===== config.mk =====
export PLATFORM = sky130hd
export DESIGN_NAME = calc_result_bcd_flat
export DESIGN_NICKNAME = d
export VERILOG_FILES = /design/src/rtl/calc_result_bcd_if.sv /design/src/rtl/calc_result_bcd.sv /design/src/flat_wrapper.sv
export SDC_FILE = /design/constraint.sdc
export NUM_CORES = 1
export LEC_CHECK = 0
export ABC_AREA = 1
export CAP_MARGIN = 20
export CORE_ASPECT_RATIO = 0.8
export CORE_UTILIZATION = 42
export DETAILED_ROUTE_END_ITERATION = 8
export MAX_ROUTING_LAYER = met4
export PLACE_DENSITY = 0.64
export RECOVER_POWER = 25
export SYNTH_ARGS = -nofsm -noshare
export SYNTH_HDL_FRONTEND = slang
export SYNTH_SLANG_ARGS = --single-unit
export TNS_END_PERCENT = 10

===== constraint.sdc =====
create_clock -name Clk -period 3 [get_ports Clk]
set_input_delay 0.75 -clock Clk [delete_from_list [all_inputs] [get_ports Clk]]
set_output_delay 0.75 -clock Clk [all_outputs]
set_load 0.01 [all_outputs]

===== src/rtl/calc_result_bcd_if.sv =====
// ---------------------------------------------------------------------------
// calc_result_bcd_if
// Request/result bundle between simple_calculator and calc_result_bcd.
//   master (calculator side): drives Start, Clear, Bin, Flag_In;
//                             receives Busy, Valid, Bcd, Blank, Ovf.
//   slave  (converter side) : the mirror image.
// Start    1-cycle conversion request, honoured in IDLE or DONE only
// Clear    synchronous abort, returns the converter to IDLE
// Bin      unsigned binary value, sampled on the Start edge
// Flag_In  calculator overflow flag, sampled with Bin
// Busy     conversion in progress
// Valid    Bcd/Blank/Ovf hold a finished result
// Bcd      packed BCD, digit k at [4k+3:4k], k=0 least significant
// Blank    1 = digit k is a leading zero (Blank[0] is always 0)
// Ovf      Flag_In captured with the converted value
// ---------------------------------------------------------------------------
interface calc_result_bcd_if #(
   parameter int IN_W   = 17,
   parameter int DIGITS = 6
);
   logic                  Start;
   logic                  Clear;
   logic [IN_W-1:0]       Bin;
   logic                  Flag_In;
   logic                  Busy;
   logic                  Valid;
   logic [4*DIGITS-1:0]   Bcd;
   logic [DIGITS-1:0]     Blank;
   logic                  Ovf;

   modport master (
      output Start, Clear, Bin, Flag_In,
      input  Busy, Valid, Bcd, Blank, Ovf
   );

   modport slave (
      input  Start, Clear, Bin, Flag_In,
      output Busy, Valid, Bcd, Blank, Ovf
   );
endinterface


===== src/rtl/calc_result_bcd.sv =====
// ---------------------------------------------------------------------------
// calc_result_bcd
// Converts the calculator's unsigned binary result into packed BCD digits
// for the seven-segment driver, using iterative double dabble (one input bit
// per clock, MSB first). Also produces a leading-zero blanking mask and
// carries the calculator's overflow flag alongside the result.
// Ports:
//   Clk    in   system clock, all state on posedge
//   Reset  in   asynchronous, active-high reset
//   bus    slave side of calc_result_bcd_if (Start/Clear/Bin/Flag_In in,
//          Busy/Valid/Bcd/Blank/Ovf out)
// Timing: Start sampled at edge t0 -> Busy from t0 for IN_W cycles, then one
// cycle in DONE while the result registers load, Valid from edge t0+IN_W+1.
// ---------------------------------------------------------------------------
module calc_result_bcd #(
   parameter int IN_W   = 17,
   parameter int DIGITS = 6
) (
   input  logic               Clk,
   input  logic               Reset,
   calc_result_bcd_if.slave   bus
);

   localparam int BCD_W = 4 * DIGITS;
   localparam int CNT_W = $clog2(IN_W + 1);
   localparam int CAT_W = BCD_W + IN_W;

   localparam logic [1:0] ST_IDLE  = 2'd0;
   localparam logic [1:0] ST_SHIFT = 2'd1;
   localparam logic [1:0] ST_DONE  = 2'd2;

   localparam logic [DIGITS-1:0] BLANK_RST = {{(DIGITS-1){1'b1}}, 1'b0};

   logic [1:0]        state_q,   state_d;
   logic [CNT_W-1:0]  cnt_q,     cnt_d;
   logic [IN_W-1:0]   shift_q,   shift_d;
   logic [BCD_W-1:0]  scratch_q, scratch_d;
   logic              ovf_cap_q, ovf_cap_d;
   logic              busy_q,    busy_d;
   logic              valid_q,   valid_d;
   logic [BCD_W-1:0]  bcd_q,     bcd_d;
   logic [DIGITS-1:0] blank_q,   blank_d;
   logic              ovf_q,     ovf_d;

   logic [BCD_W-1:0]  adj;
   logic [CAT_W-1:0]  shifted;
   logic [DIGITS-1:0] blank_calc;
   logic              zero_above;

   // Add-3 correction: each 4-bit digit on its own, no carry between digits.
   always_comb begin
      adj = scratch_q;
      for (int k = 0; k < DIGITS; k++) begin
         if (scratch_q[4*k +: 4] >= 4'd5)
            adj[4*k +: 4] = scratch_q[4*k +: 4] + 4'd3;
      end
      shifted = {adj, shift_q} << 1;
   end

   // Leading-zero mask: scan from the top digit down; digit 0 is never blanked.
   always_comb begin
      blank_calc = '0;
      zero_above = 1'b1;
      for (int k = DIGITS - 1; k >= 1; k--) begin
         zero_above    = zero_above & (scratch_q[4*k +: 4] == 4'd0);
         blank_calc[k] = zero_above;
      end
   end

   // NOTE: every next-state signal takes its current value first, so no path
   // through the case statement leaves one unassigned and infers a latch.
   always_comb begin
      state_d   = state_q;
      cnt_d     = cnt_q;
      shift_d   = shift_q;
      scratch_d = scratch_q;
      ovf_cap_d = ovf_cap_q;
      busy_d    = busy_q;
      valid_d   = valid_q;
      bcd_d     = bcd_q;
      blank_d   = blank_q;
      ovf_d     = ovf_q;

      if (bus.Clear) begin
         // Clear wins over Start and returns everything to the reset picture.
         state_d   = ST_IDLE;
         cnt_d     = '0;
         shift_d   = '0;
         scratch_d = '0;
         ovf_cap_d = 1'b0;
         busy_d    = 1'b0;
         valid_d   = 1'b0;
         bcd_d     = '0;
         blank_d   = BLANK_RST;
         ovf_d     = 1'b0;
      end else begin
         case (state_q)
            ST_IDLE, ST_DONE: begin
               if (bus.Start) begin
                  // Capture; Bcd/Blank/Ovf keep the old result until reload.
                  state_d   = ST_SHIFT;
                  cnt_d     = CNT_W'(IN_W);
                  shift_d   = bus.Bin;
                  scratch_d = '0;
                  ovf_cap_d = bus.Flag_In;
                  busy_d    = 1'b1;
                  valid_d   = 1'b0;
               end else if (state_q == ST_DONE && !valid_q) begin
                  // First cycle in DONE: publish the finished conversion.
                  bcd_d   = scratch_q;
                  blank_d = blank_calc;
                  ovf_d   = ovf_cap_q;
                  valid_d = 1'b1;
               end
            end
            ST_SHIFT: begin
               scratch_d = shifted[CAT_W-1 -: BCD_W];
               shift_d   = shifted[IN_W-1:0];
               cnt_d     = cnt_q - 1'b1;
               if (cnt_q == CNT_W'(1)) begin
                  state_d = ST_DONE;
                  busy_d  = 1'b0;
               end
            end
            default: begin
               state_d = ST_IDLE;
               busy_d  = 1'b0;
               valid_d = 1'b0;
            end
         endcase
      end
   end

   // NOTE: state updates use non-blocking assignments so every register
   // samples pre-edge values, independent of statement order.
   always_ff @(posedge Clk or posedge Reset) begin
      if (Reset) begin
         state_q   <= ST_IDLE;
         cnt_q     <= '0;
         shift_q   <= '0;
         scratch_q <= '0;
         ovf_cap_q <= 1'b0;
         busy_q    <= 1'b0;
         valid_q   <= 1'b0;
         bcd_q     <= '0;
         blank_q   <= BLANK_RST;
         ovf_q     <= 1'b0;
      end else begin
         state_q   <= state_d;
         cnt_q     <= cnt_d;
         shift_q   <= shift_d;
         scratch_q <= scratch_d;
         ovf_cap_q <= ovf_cap_d;
         busy_q    <= busy_d;
         valid_q   <= valid_d;
         bcd_q     <= bcd_d;
         blank_q   <= blank_d;
         ovf_q     <= ovf_d;
      end
   end

   assign bus.Busy  = busy_q;
   assign bus.Valid = valid_q;
   assign bus.Bcd   = bcd_q;
   assign bus.Blank = blank_q;
   assign bus.Ovf   = ovf_q;

endmodule


===== src/flat_wrapper.sv =====
// flat-port wrapper written by rule: the top's interface ports become plain ports
module calc_result_bcd_flat 
#(
   parameter int IN_W   = 17,
   parameter int DIGITS = 6
)
  (Clk, Reset, bus_Start, bus_Clear, bus_Bin, bus_Flag_In, bus_Busy, bus_Valid, bus_Bcd, bus_Blank, bus_Ovf);
  calc_result_bcd_if #(.IN_W(IN_W), .DIGITS(DIGITS)) bus_i ();
  input  logic Clk;
  input  logic Reset;
  input wire logic [$bits(bus_i.Start)-1:0] bus_Start;
  input wire logic [$bits(bus_i.Clear)-1:0] bus_Clear;
  input wire logic [$bits(bus_i.Bin)-1:0] bus_Bin;
  input wire logic [$bits(bus_i.Flag_In)-1:0] bus_Flag_In;
  output wire logic [$bits(bus_i.Busy)-1:0] bus_Busy;
  output wire logic [$bits(bus_i.Valid)-1:0] bus_Valid;
  output wire logic [$bits(bus_i.Bcd)-1:0] bus_Bcd;
  output wire logic [$bits(bus_i.Blank)-1:0] bus_Blank;
  output wire logic [$bits(bus_i.Ovf)-1:0] bus_Ovf;
  assign bus_i.Start = bus_Start;
  assign bus_i.Clear = bus_Clear;
  assign bus_i.Bin = bus_Bin;
  assign bus_i.Flag_In = bus_Flag_In;
  assign bus_Busy = bus_i.Busy;
  assign bus_Valid = bus_i.Valid;
  assign bus_Bcd = bus_i.Bcd;
  assign bus_Blank = bus_i.Blank;
  assign bus_Ovf = bus_i.Ovf;
  calc_result_bcd #(.IN_W(IN_W), .DIGITS(DIGITS)) u_core (.Clk(Clk), .Reset(Reset), .bus(bus_i));
endmodule

Yosys cells after proc, flatten, opt, wreduce, memory -nomap -nowiden
Cells that the tools add are included.

storage, ports and cells
  flip-flop bits (word level) = 82
  bits of input ports = 22
  output and inout bits = 33
  word-level logic and storage cells = 95

cells by class
  add/subtract/negate cells = 7
  magnitude comparators = 6
  equal/unequal tests = 8
  muxes and demuxes = 42
  bitwise operators = 4
  reductions and logical operators = 18

operator list
  kind                                                                                  count
  24-bit 2-to-1 mux                                                                     6
  24-bit case mux with 2 select lines                                                   1
  17-bit 2-to-1 mux                                                                     2
  17-bit case mux with 2 select lines                                                   1
  4-bit by 3-bit greater-or-equal comparator with 1-bit output (second input constant)  6
  6-bit 2-to-1 mux                                                                      4
  4-bit by 2-bit adder with 4-bit output (second input constant)                        5
  4-bit logical NOT                                                                     5
  4-bit 2-to-1 mux                                                                      5
  1-bit 2-to-1 mux                                                                      13
  5-bit 2-to-1 mux                                                                      2
  5-bit case mux with 2 select lines                                                    1
  2-bit AND reduction                                                                   4
  2-bit 2-to-1 mux                                                                      3
  2-bit nonzero test                                                                    3
  5-bit by 1-bit equality test with 1-bit output (second input constant)                1
  5-bit by 1-bit subtractor with 5-bit output (second input constant)                   1
  1-bit bitwise AND                                                                     4
  4-bit by 3-bit inequality test with 1-bit output (second input constant)              1
  1-bit case mux with 2 select lines                                                    2
  2-bit case mux with 2 select lines                                                    1
  3-bit by 2-bit adder with 3-bit output (second input constant)                        1
  3-bit 2-to-1 mux                                                                      1
  3-bit by 2-bit inequality test with 1-bit output (second input constant)              1
  other kinds (11)                                                                      11

Longest topological paths before layout
Gate-level depths: netlist (run 1).

  depth in word-level cells = 9
  depth in mapped cells = 9
  depth with buffers taken out = 9

Worst setup path after synthesis (run 1)
OpenSTA, ideal clock, no wires.

  path type = in2reg
  start = input port bus_Clear
  end = register u_core.shift_q[1]
  setup time = 0.126 ns
  data arrival time = 1.495 ns
  required time = 2.874 ns
  path slack = 1.379 ns
  cell stages on the path = 8
  buffers on the path = 2
  cell sequence = buf_6 -> inv_4 -> o21ai_2 -> nor2_4 -> nor2_8 -> buf_6 -> nand2_1 -> o21ai_0

between the ends
  cells in the longest elaborated chain, start to end = 2
  elaborated cells between the ends (all ways) = 4
  classes of those cells = eq/ne (1); mux (1); reduce/logical (2)

RTL lines
  element                                                                RTL line                RTL
  start: declaration                                                     flat_wrapper.sv:12      input wire logic [$bits(bus_i.Clear)-1:0] bus_Clear;
  3-bit inequality test (no line) or 3-bit nonzero test (tied branches)  -
  2-bit AND reduction (no line)                                          -
  end signal: assignment                                                 calc_result_bcd.sv:151  shift_q <= shift_d;
  end: declaration                                                       calc_result_bcd.sv:36   logic [IN_W-1:0] shift_q, shift_d;

Parallel ways exist; a longest one is shown, timed or not.
A chain may end at the register's enable or synchronous reset.

Final worst setup path (run 1)
  start = register u_core.blank_q[4], in the netlist u_core.bus.Blank[4]
  end = output port bus_Blank[4]

RTL lines
  element                   RTL line                RTL
  start: declaration        calc_result_bcd.sv:42   logic [DIGITS-1:0] blank_q, blank_d;
  start signal: assignment  calc_result_bcd.sv:157  blank_q <= blank_d;
  end: declaration          flat_wrapper.sv:18      output wire logic [$bits(bus_i.Blank)-1:0] bus_Blank;

No word-level cell between the ends.

==> impl_metrics.env, run 1 <==
export IMPL_outcome="finished with violations"
export IMPL_violations="design-rule violations"
export IMPL_r2r_start="u_core.state_q[0]"
export IMPL_synthesis_nets=526
export IMPL_synth_top_area_share_pct=46.9
export IMPL_cts_tree="yes"
export IMPL_comb_power_share_pct=24.8
export IMPL_die_area_sq_mm=0.0101
export IMPL_yosys_warnings=0
export IMPL_finalClockSkew_ns=0.00880
export IMPL_hold_viol_final=0
export IMPL_max_freq_mhz=463
export IMPL_drt_iter0_drc=232
export IMPL_routed_wl_mm=8.71
export IMPL_critPathSlowestCell="dfstp_2"
export IMPL_p_total_w=0.00301
export IMPL_switching_share_pct=31.9
export IMPL_cap_violations=0
export IMPL_drc=5
export IMPL_postCtsSetupBuffers=0
export IMPL_clockBufferDepth=2
export IMPL_seq_area_frac_synth_pct=50.1
export IMPL_synth_cells=486
export IMPL_synth_top_family_by_area="simple AND/OR/NAND/NOR gates"
export IMPL_max_slew_margin_pct=26.5
export IMPL_crit_buf_inv=1
export IMPL_grt_total_usage_pct=19.4
export IMPL_worst_setup_path_type="reg2out"
export IMPL_n_fill_cell=849
export IMPL_clk_latency_ns=0.34
export IMPL_numCtsBuffers=9
export IMPL_report_final_slew_viol_count=0
export IMPL_crit_start="u_core.bus.Blank[4]"
export IMPL_rsz0062_at_grt="false"
export IMPL_start_util_pct=44.0
export IMPL_area_delta_synth_final_pct=21.6
export IMPL_synth_xor_area_share_pct=0.432
export IMPL_synth_area_per_cell_sq_um=8.35
export IMPL_die_h_um=89.9
export IMPL_core_sq_mm=0.00923
export IMPL_synth_simple_area_share_pct=18.7
export IMPL_hp_class="reg2reg"
export IMPL_via_per_inst=5.02
export IMPL_post_synth_top_area_cell="dfrtp_1"
export IMPL_p_int_w=0.00205
export IMPL_fin_crit_ns=2.16
export IMPL_dp_slack_ns=0.442
export IMPL_globalplace_congestion=0.820
export IMPL_cp_top_family="flip-flops"
export IMPL_grt_pass1_wl_mm=15.0
export IMPL_ios=55
export IMPL_synth_compound_area_share_pct=15.8
export IMPL_num_antenna_cells=0
export IMPL_drive_gt1_share_pct=6.45
export IMPL_crit_path_max_incr_delay_ns=0.54
export IMPL_tightest_slew_ns=1.10
export IMPL_grt_pass1_vias=3082
export IMPL_worst_path_stages=1
export IMPL_setup_violations=0
export IMPL_synth_mux_area_share_pct=0
export IMPL_nets=578
export IMPL_r2r_end="u_core.state_q[0]"
export IMPL_postCtsHoldBufs=0
export IMPL_p_leak_nw=2.32
export IMPL_p_sw_w=0.000960
export IMPL_rows=31
export IMPL_cp_endpoint="bus_Blank[4]"
export IMPL_via_count=3305
export IMPL_htree_levels=3
export IMPL_worstPathArrival_ns=1.41
export IMPL_end_kind="output port"
export IMPL_startpoint_type="flip-flop"
export IMPL_ys_top_cells_by_area="dfrtp_1, nand2_1, o21ai_0, inv_1, ha_1"
export IMPL_clk_pin_slew_worst_paths_ns=0.06
export IMPL_numClockSinks=81
export IMPL_drt_first_pass_iters=6
export IMPL_pwr_density_cell_mw_per_mm2=610
export IMPL_cts_root_buf="clkbuf_16"
export IMPL_synth_seq_cells=81
export IMPL_dp_hpwl_mm=5.99
export IMPL_grt_max_degree=59
export IMPL_dieWidth_um=112
export IMPL_antenna_found_initial=0
export IMPL_worst_slack_ns=0.839
export IMPL_worst_r2r_cell_count=7
export IMPL_final_antenna_net_count=0
export IMPL_critical_path_cell_chain="clkdlybuf4s50_1"
export IMPL_portBuffers=53
export IMPL_synth_area_sq_mm=0.00406
export IMPL_ys_types=30
export IMPL_worst_path_max_fanout=2
export IMPL_r2r_setup_slack_ns=1.01
export IMPL_clkPwrFrac_pct=32.7
export IMPL_post_route_period_util_pct=72.0
export IMPL_synth_fa_ha_area_share_pct=5.55
export IMPL_ir_worst_vdd_mv=0.314
export IMPL_cts_repair_resize_count=0
export IMPL_timing_hold_ws_ns=0.485
export IMPL_required_ns=2.25
export IMPL_final_setup_tns_ns=0
export IMPL_post_drt_wl_per_cell_um=13.2
export IMPL_grt_overflow=0
export IMPL_pwr_share_seq_pct=42.4
state kept, by name (all words and copies together) (netlist names):
signal,cells
u_core.scratch_q,24
u_core.bus.Bcd,24
u_core.bus.Busy,1
u_core.bus.Blank,5
u_core.ovf_cap_q,1
u_core.bus.Valid,1
u_core.shift_q,17
u_core.bus.Ovf,1
u_core.cnt_q,5
u_core.state_q,2
layout make-up:
| cell class | instances | area (sq um) | area share [%] |
|---|---|---|---|
| clock buffer | 16 | 262 | 5.30 |
| timing repair buffer | 57 | 586 | 11.9 |
| tap | 115 | 144 | 2.92 |
| inverter | 69 | 265 | 5.37 |
| sequential | 81 | 2030 | 41.2 |
| multi-input combinational | 320 | 1650 | 33.4 |
routing by layer:
metal / part of all wire, % / vias up / track usage, %
met1: 49 / 1568 / 26.4
met4: 0.75 / 0 / 4.84
li1: - / 1665 / -
met3: 5.0 / 4 / 5.66
met2: 45 / 68 / 28.3
met5: 0 / - / -
layout by cell type, fill, tap and decap left out, types with 3 or more instances in the layout:
master	instances
clkbuf_16	9
nand3_1	14
dfstp_2	5
nand2_2	3
inv_1	64
dfrtp_1	76
clkdlybuf4s50_1	52
a21oi_1	7
o22ai_1	11
o21ai_1	23
nor2_1	34
o21ai_0	67
o21ai_2	3
nand2_1	122
o211ai_1	5
ha_1	18
clkbuf_1	6
how the worst min path moves through the flow:
stage                     slack [ns]           startpoint                   to  cells past startpoint
after floorplan                 0.45      u_core.cnt_q[2]      u_core.cnt_q[2]                      1
after global routing            0.48  u_core.bus.Blank[4]  u_core.bus.Blank[4]                      2
after global placement          0.47  u_core.bus.Blank[4]  u_core.bus.Blank[4]                      2
final                           0.48  u_core.bus.Blank[4]  u_core.bus.Blank[4]                      2
after CTS                       0.48  u_core.bus.Blank[4]  u_core.bus.Blank[4]                      2
after detailed placement        0.48  u_core.bus.Blank[4]  u_core.bus.Blank[4]                      2
cells in the mapped netlist (all sizes together):
cell	n
xor2	2
dfrtp	76
a31oi	1
dfstp	5
buf	11
o21ai	93
o211ai	5
nand4	3
a21oi	7
ha	18
nand3	15
inv	69
nor2	37
clkbuf	5
o22ai	11
o31ai	2
nand2	125
conb	1
cells by family after synthesis:
kind of cell	count (synthesis)
buffers and inverters	85
adder cells (fa/ha/maj)	18
XOR/XNOR	2
other	1
flip-flops	81
AO/OA/AOI/OAI	119
AND/OR/NAND/NOR	180
power by group through the flow:
stage,logic (W),registers [W],clock network [W]
finish,0.000748,0.00128,0.000986
global route,0.000855,0.00129,0.00106
CTS,0.000754,0.00128,0.00102
detailed placement,0.000750,0.00129,0
global placement,0.000740,0.00130,0
floorplan,0.000568,0.00129,0
metrics by stage:
step	std cells	instance area, sq um	util (%)
final	658	4940	53.5
after global routing	658	4940	53.5
after CTS	658	4940	53.5
after detailed placement	642	4670	50.6
after global placement	642	4670	50.6
after floorplan	486	4060	-
(Power assumes the default switching activity.)
==> run 2, diff against run 1 <==
PLACE_DENSITY = 0.66   (was 0.64)
clock period = 1.8 ns   (was 3 ns; I/O delays follow)
==> impl_metrics.env, run 2 (synthesis gave the netlist of run 1 again) <==
export IMPL_numCtsBuffers=9
export IMPL_max_freq_mhz=581
export IMPL_setup_violations=0
export IMPL_drt_first_pass_iters=7
export IMPL_required_ns=1.35
export IMPL_finalClockSkew_ns=0.00529
export IMPL_worstPathArrival_ns=1.27
export IMPL_finalNonFillerCells=673
export IMPL_critical_path_cell_chain="clkdlybuf4s50_1"
export IMPL_r2r_setup_slack_ns=0.22
export IMPL_multi_input_area_sq_mm=0.00165
export IMPL_die_h_um=89.9
export IMPL_htree_levels=3
export IMPL_cp_top_family="buffers and inverters"
export IMPL_worst_path_stages=1
export IMPL_cts_tree="yes"
export IMPL_layout_commonest_cell="nand2_1"
export IMPL_r2r_start="u_core.state_q[0]"
export IMPL_core_sq_mm=0.00923
export IMPL_grt_pass1_vias=3228
export IMPL_final_setup_tns_ns=0
export IMPL_rsz0062_at_grt="false"
export IMPL_r2r_end="u_core.bus.Bcd[0]"
export IMPL_tightest_slew_ns=1.03
export IMPL_hp_class="reg2reg"
export IMPL_final_antenna_net_count=0
export IMPL_dieWidth_um=112
export IMPL_startpoint_type="flip-flop"
export IMPL_p_leak_nw=2.44
export IMPL_dp_hpwl_mm=6.14
export IMPL_pwr_density_cell_mw_per_mm2=1080
export IMPL_crit_buf_inv=1
export IMPL_crit_path_max_incr_delay_ns=0.55
export IMPL_nets=594
export IMPL_end_kind="output port"
export IMPL_num_antenna_cells=0
export IMPL_cp_endpoint="bus_Valid"
export IMPL_regArea_sq_mm=0.00203
export IMPL_worst_r2r_cell_count=6
export IMPL_die_area_sq_mm=0.0101
export IMPL_met1_length_mm=4.46
export IMPL_outcome="finished with violations"
export IMPL_met2_length_mm=4.09
export IMPL_violations="design-rule violations"
export IMPL_ir_worst_vdd_mv=0.517
export IMPL_highest_layer="met4"
export IMPL_drive_gt1_share_pct=10.0
export IMPL_hold_viol_final=0
export IMPL_start_util_pct=44.0
export IMPL_layout_common_cells="nand2_1, dfrtp_1, o21ai_0, inv_1, clkdlybuf4s50_1"
export IMPL_max_slew_margin_pct=31.1
export IMPL_worst_setup_path_type="reg2out"
export IMPL_clk_pin_slew_worst_paths_ns=0.06
export IMPL_post_drt_wl_per_cell_um=13.5
export IMPL_grt_total_usage_pct=20.3
export IMPL_drc=3
export IMPL_crit_start="u_core.bus.Valid"
export IMPL_grt_overflow=0
export IMPL_post_route_period_util_pct=95.6
export IMPL_postCtsSetupBuffers=0
export IMPL_rows=31
export IMPL_via_per_inst=4.99
export IMPL_ios=55
export IMPL_place_inst=658
export IMPL_area_delta_synth_final_pct=26.6
export IMPL_report_final_slew_viol_count=0
export IMPL_n_fill_cell=849
export IMPL_routed_wl_mm=9.07
export IMPL_design_area_sq_mm=0.00514
export IMPL_grt_max_degree=82
export IMPL_numClockSinks=81
export IMPL_grt_pass1_wl_mm=15.7
export IMPL_via_count=3356
export IMPL_met3_length_um=417
export IMPL_portBuffers=53
export IMPL_clockBufferDepth=2
export IMPL_placed_area_sq_mm=0.00482
export IMPL_fin_crit_ns=1.72
export IMPL_cap_violations=0
export IMPL_critPathSlowestCell="clkdlybuf4s50_1"
export IMPL_drt_iter0_drc=156
export IMPL_worst_path_max_fanout=3
export IMPL_globalplace_congestion=0.833
export IMPL_clk_latency_ns=0.34
export IMPL_antenna_found_initial=0
export IMPL_cts_root_buf="clkbuf_16"
run 2: cell types whose count changed in the layout (fill, tap and decap cells not counted), sizes merged:
| cell | previous run | this run |
|---|---|---|
| dlymetal6s2s | 0 | 1 |
| bufinv | 0 | 2 |
| buf | 4 | 20 |
| dlygate4sd3 | 1 | 0 |
| clkbuf | 16 | 13 |
| dlygate4sd2 | 0 | 5 |
| clkdlybuf4s50 | 52 | 47 |
run 2: through the flow:
| stage | hold slack [ns] | setup slack [ns] | total power [W] | util [%] |
|---|---|---|---|---|
| global placement | 0.454 | -0.0365 | 0.00354 | 52.2 |
| detailed placement | 0.475 | -0.0531 | 0.00357 | 52.2 |
| global route | 0.513 | 0.0182 | 0.00588 | 55.7 |
| floorplan | 0.446 | 0.430 | 0.00309 | - |
| CTS | 0.484 | 0.0164 | 0.00561 | 55.7 |
| finish | 0.481 | 0.0796 | 0.00556 | 55.7 |
run 2: worst register-to-register path: cells and delay by family, from the launching register on:
family          cells  cell delay [ns]
compound gates      1             0.10
buf+inv             1             0.20
flops               1             0.44
simple gates        4             0.71
run 2: repair_timing:
item / CTS / global route
pin swaps: 0 / 0
hold buffers: 0 / 0
cloned: 0 / 0
setup endpoints to repair: 5 / 2
resized for setup: 5 / 2
run 2: final cells by class:
cell class                      count  share of cell area [%]
Sequential cell                    81                    39.6
Tap cell                          115                    2.80
Timing Repair Buffer               73                    13.9
Inverter                           69                    5.21
Clock buffer                       13                    5.26
Multi-Input combinational cell    320                    32.1
Clock inverter                      2                    1.17
run 2: worst min path at each step:
stage,from,depth (start not counted),slack [ns],endpoint
global route,u_core.bus.Bcd[19],2,0.51,u_core.bus.Bcd[19]
finish,u_core.bus.Blank[4],2,0.48,u_core.bus.Blank[4]
floorplan,u_core.cnt_q[2],1,0.45,u_core.cnt_q[2]
detailed placement,u_core.bus.Blank[4],2,0.48,u_core.bus.Blank[4]
CTS,u_core.bus.Blank[4],2,0.48,u_core.bus.Blank[4]
global placement,u_core.bus.Blank[4],2,0.45,u_core.bus.Blank[4]
run 2: power breakdown:
part	internal (W)	switching, W	total [W]
Combinational	0.000525	0.000881	0.00141
Clock	0.00132	0.000698	0.00202
Sequential	0.00204	0.0000941	0.00213
run 2: routing by layer:
metal,GRT usage (%),up-vias
li1,-,1688
met1,27.8,1589
met2,29.9,69
met3,4.72,10
met4,5.97,0
met5,-,-
==> run 3, diff against run 2 <==
SLEW_MARGIN = 10   (was unset)
==> results of run 3 <==
Final layout, timing and power as in run 2 (identical DEF).
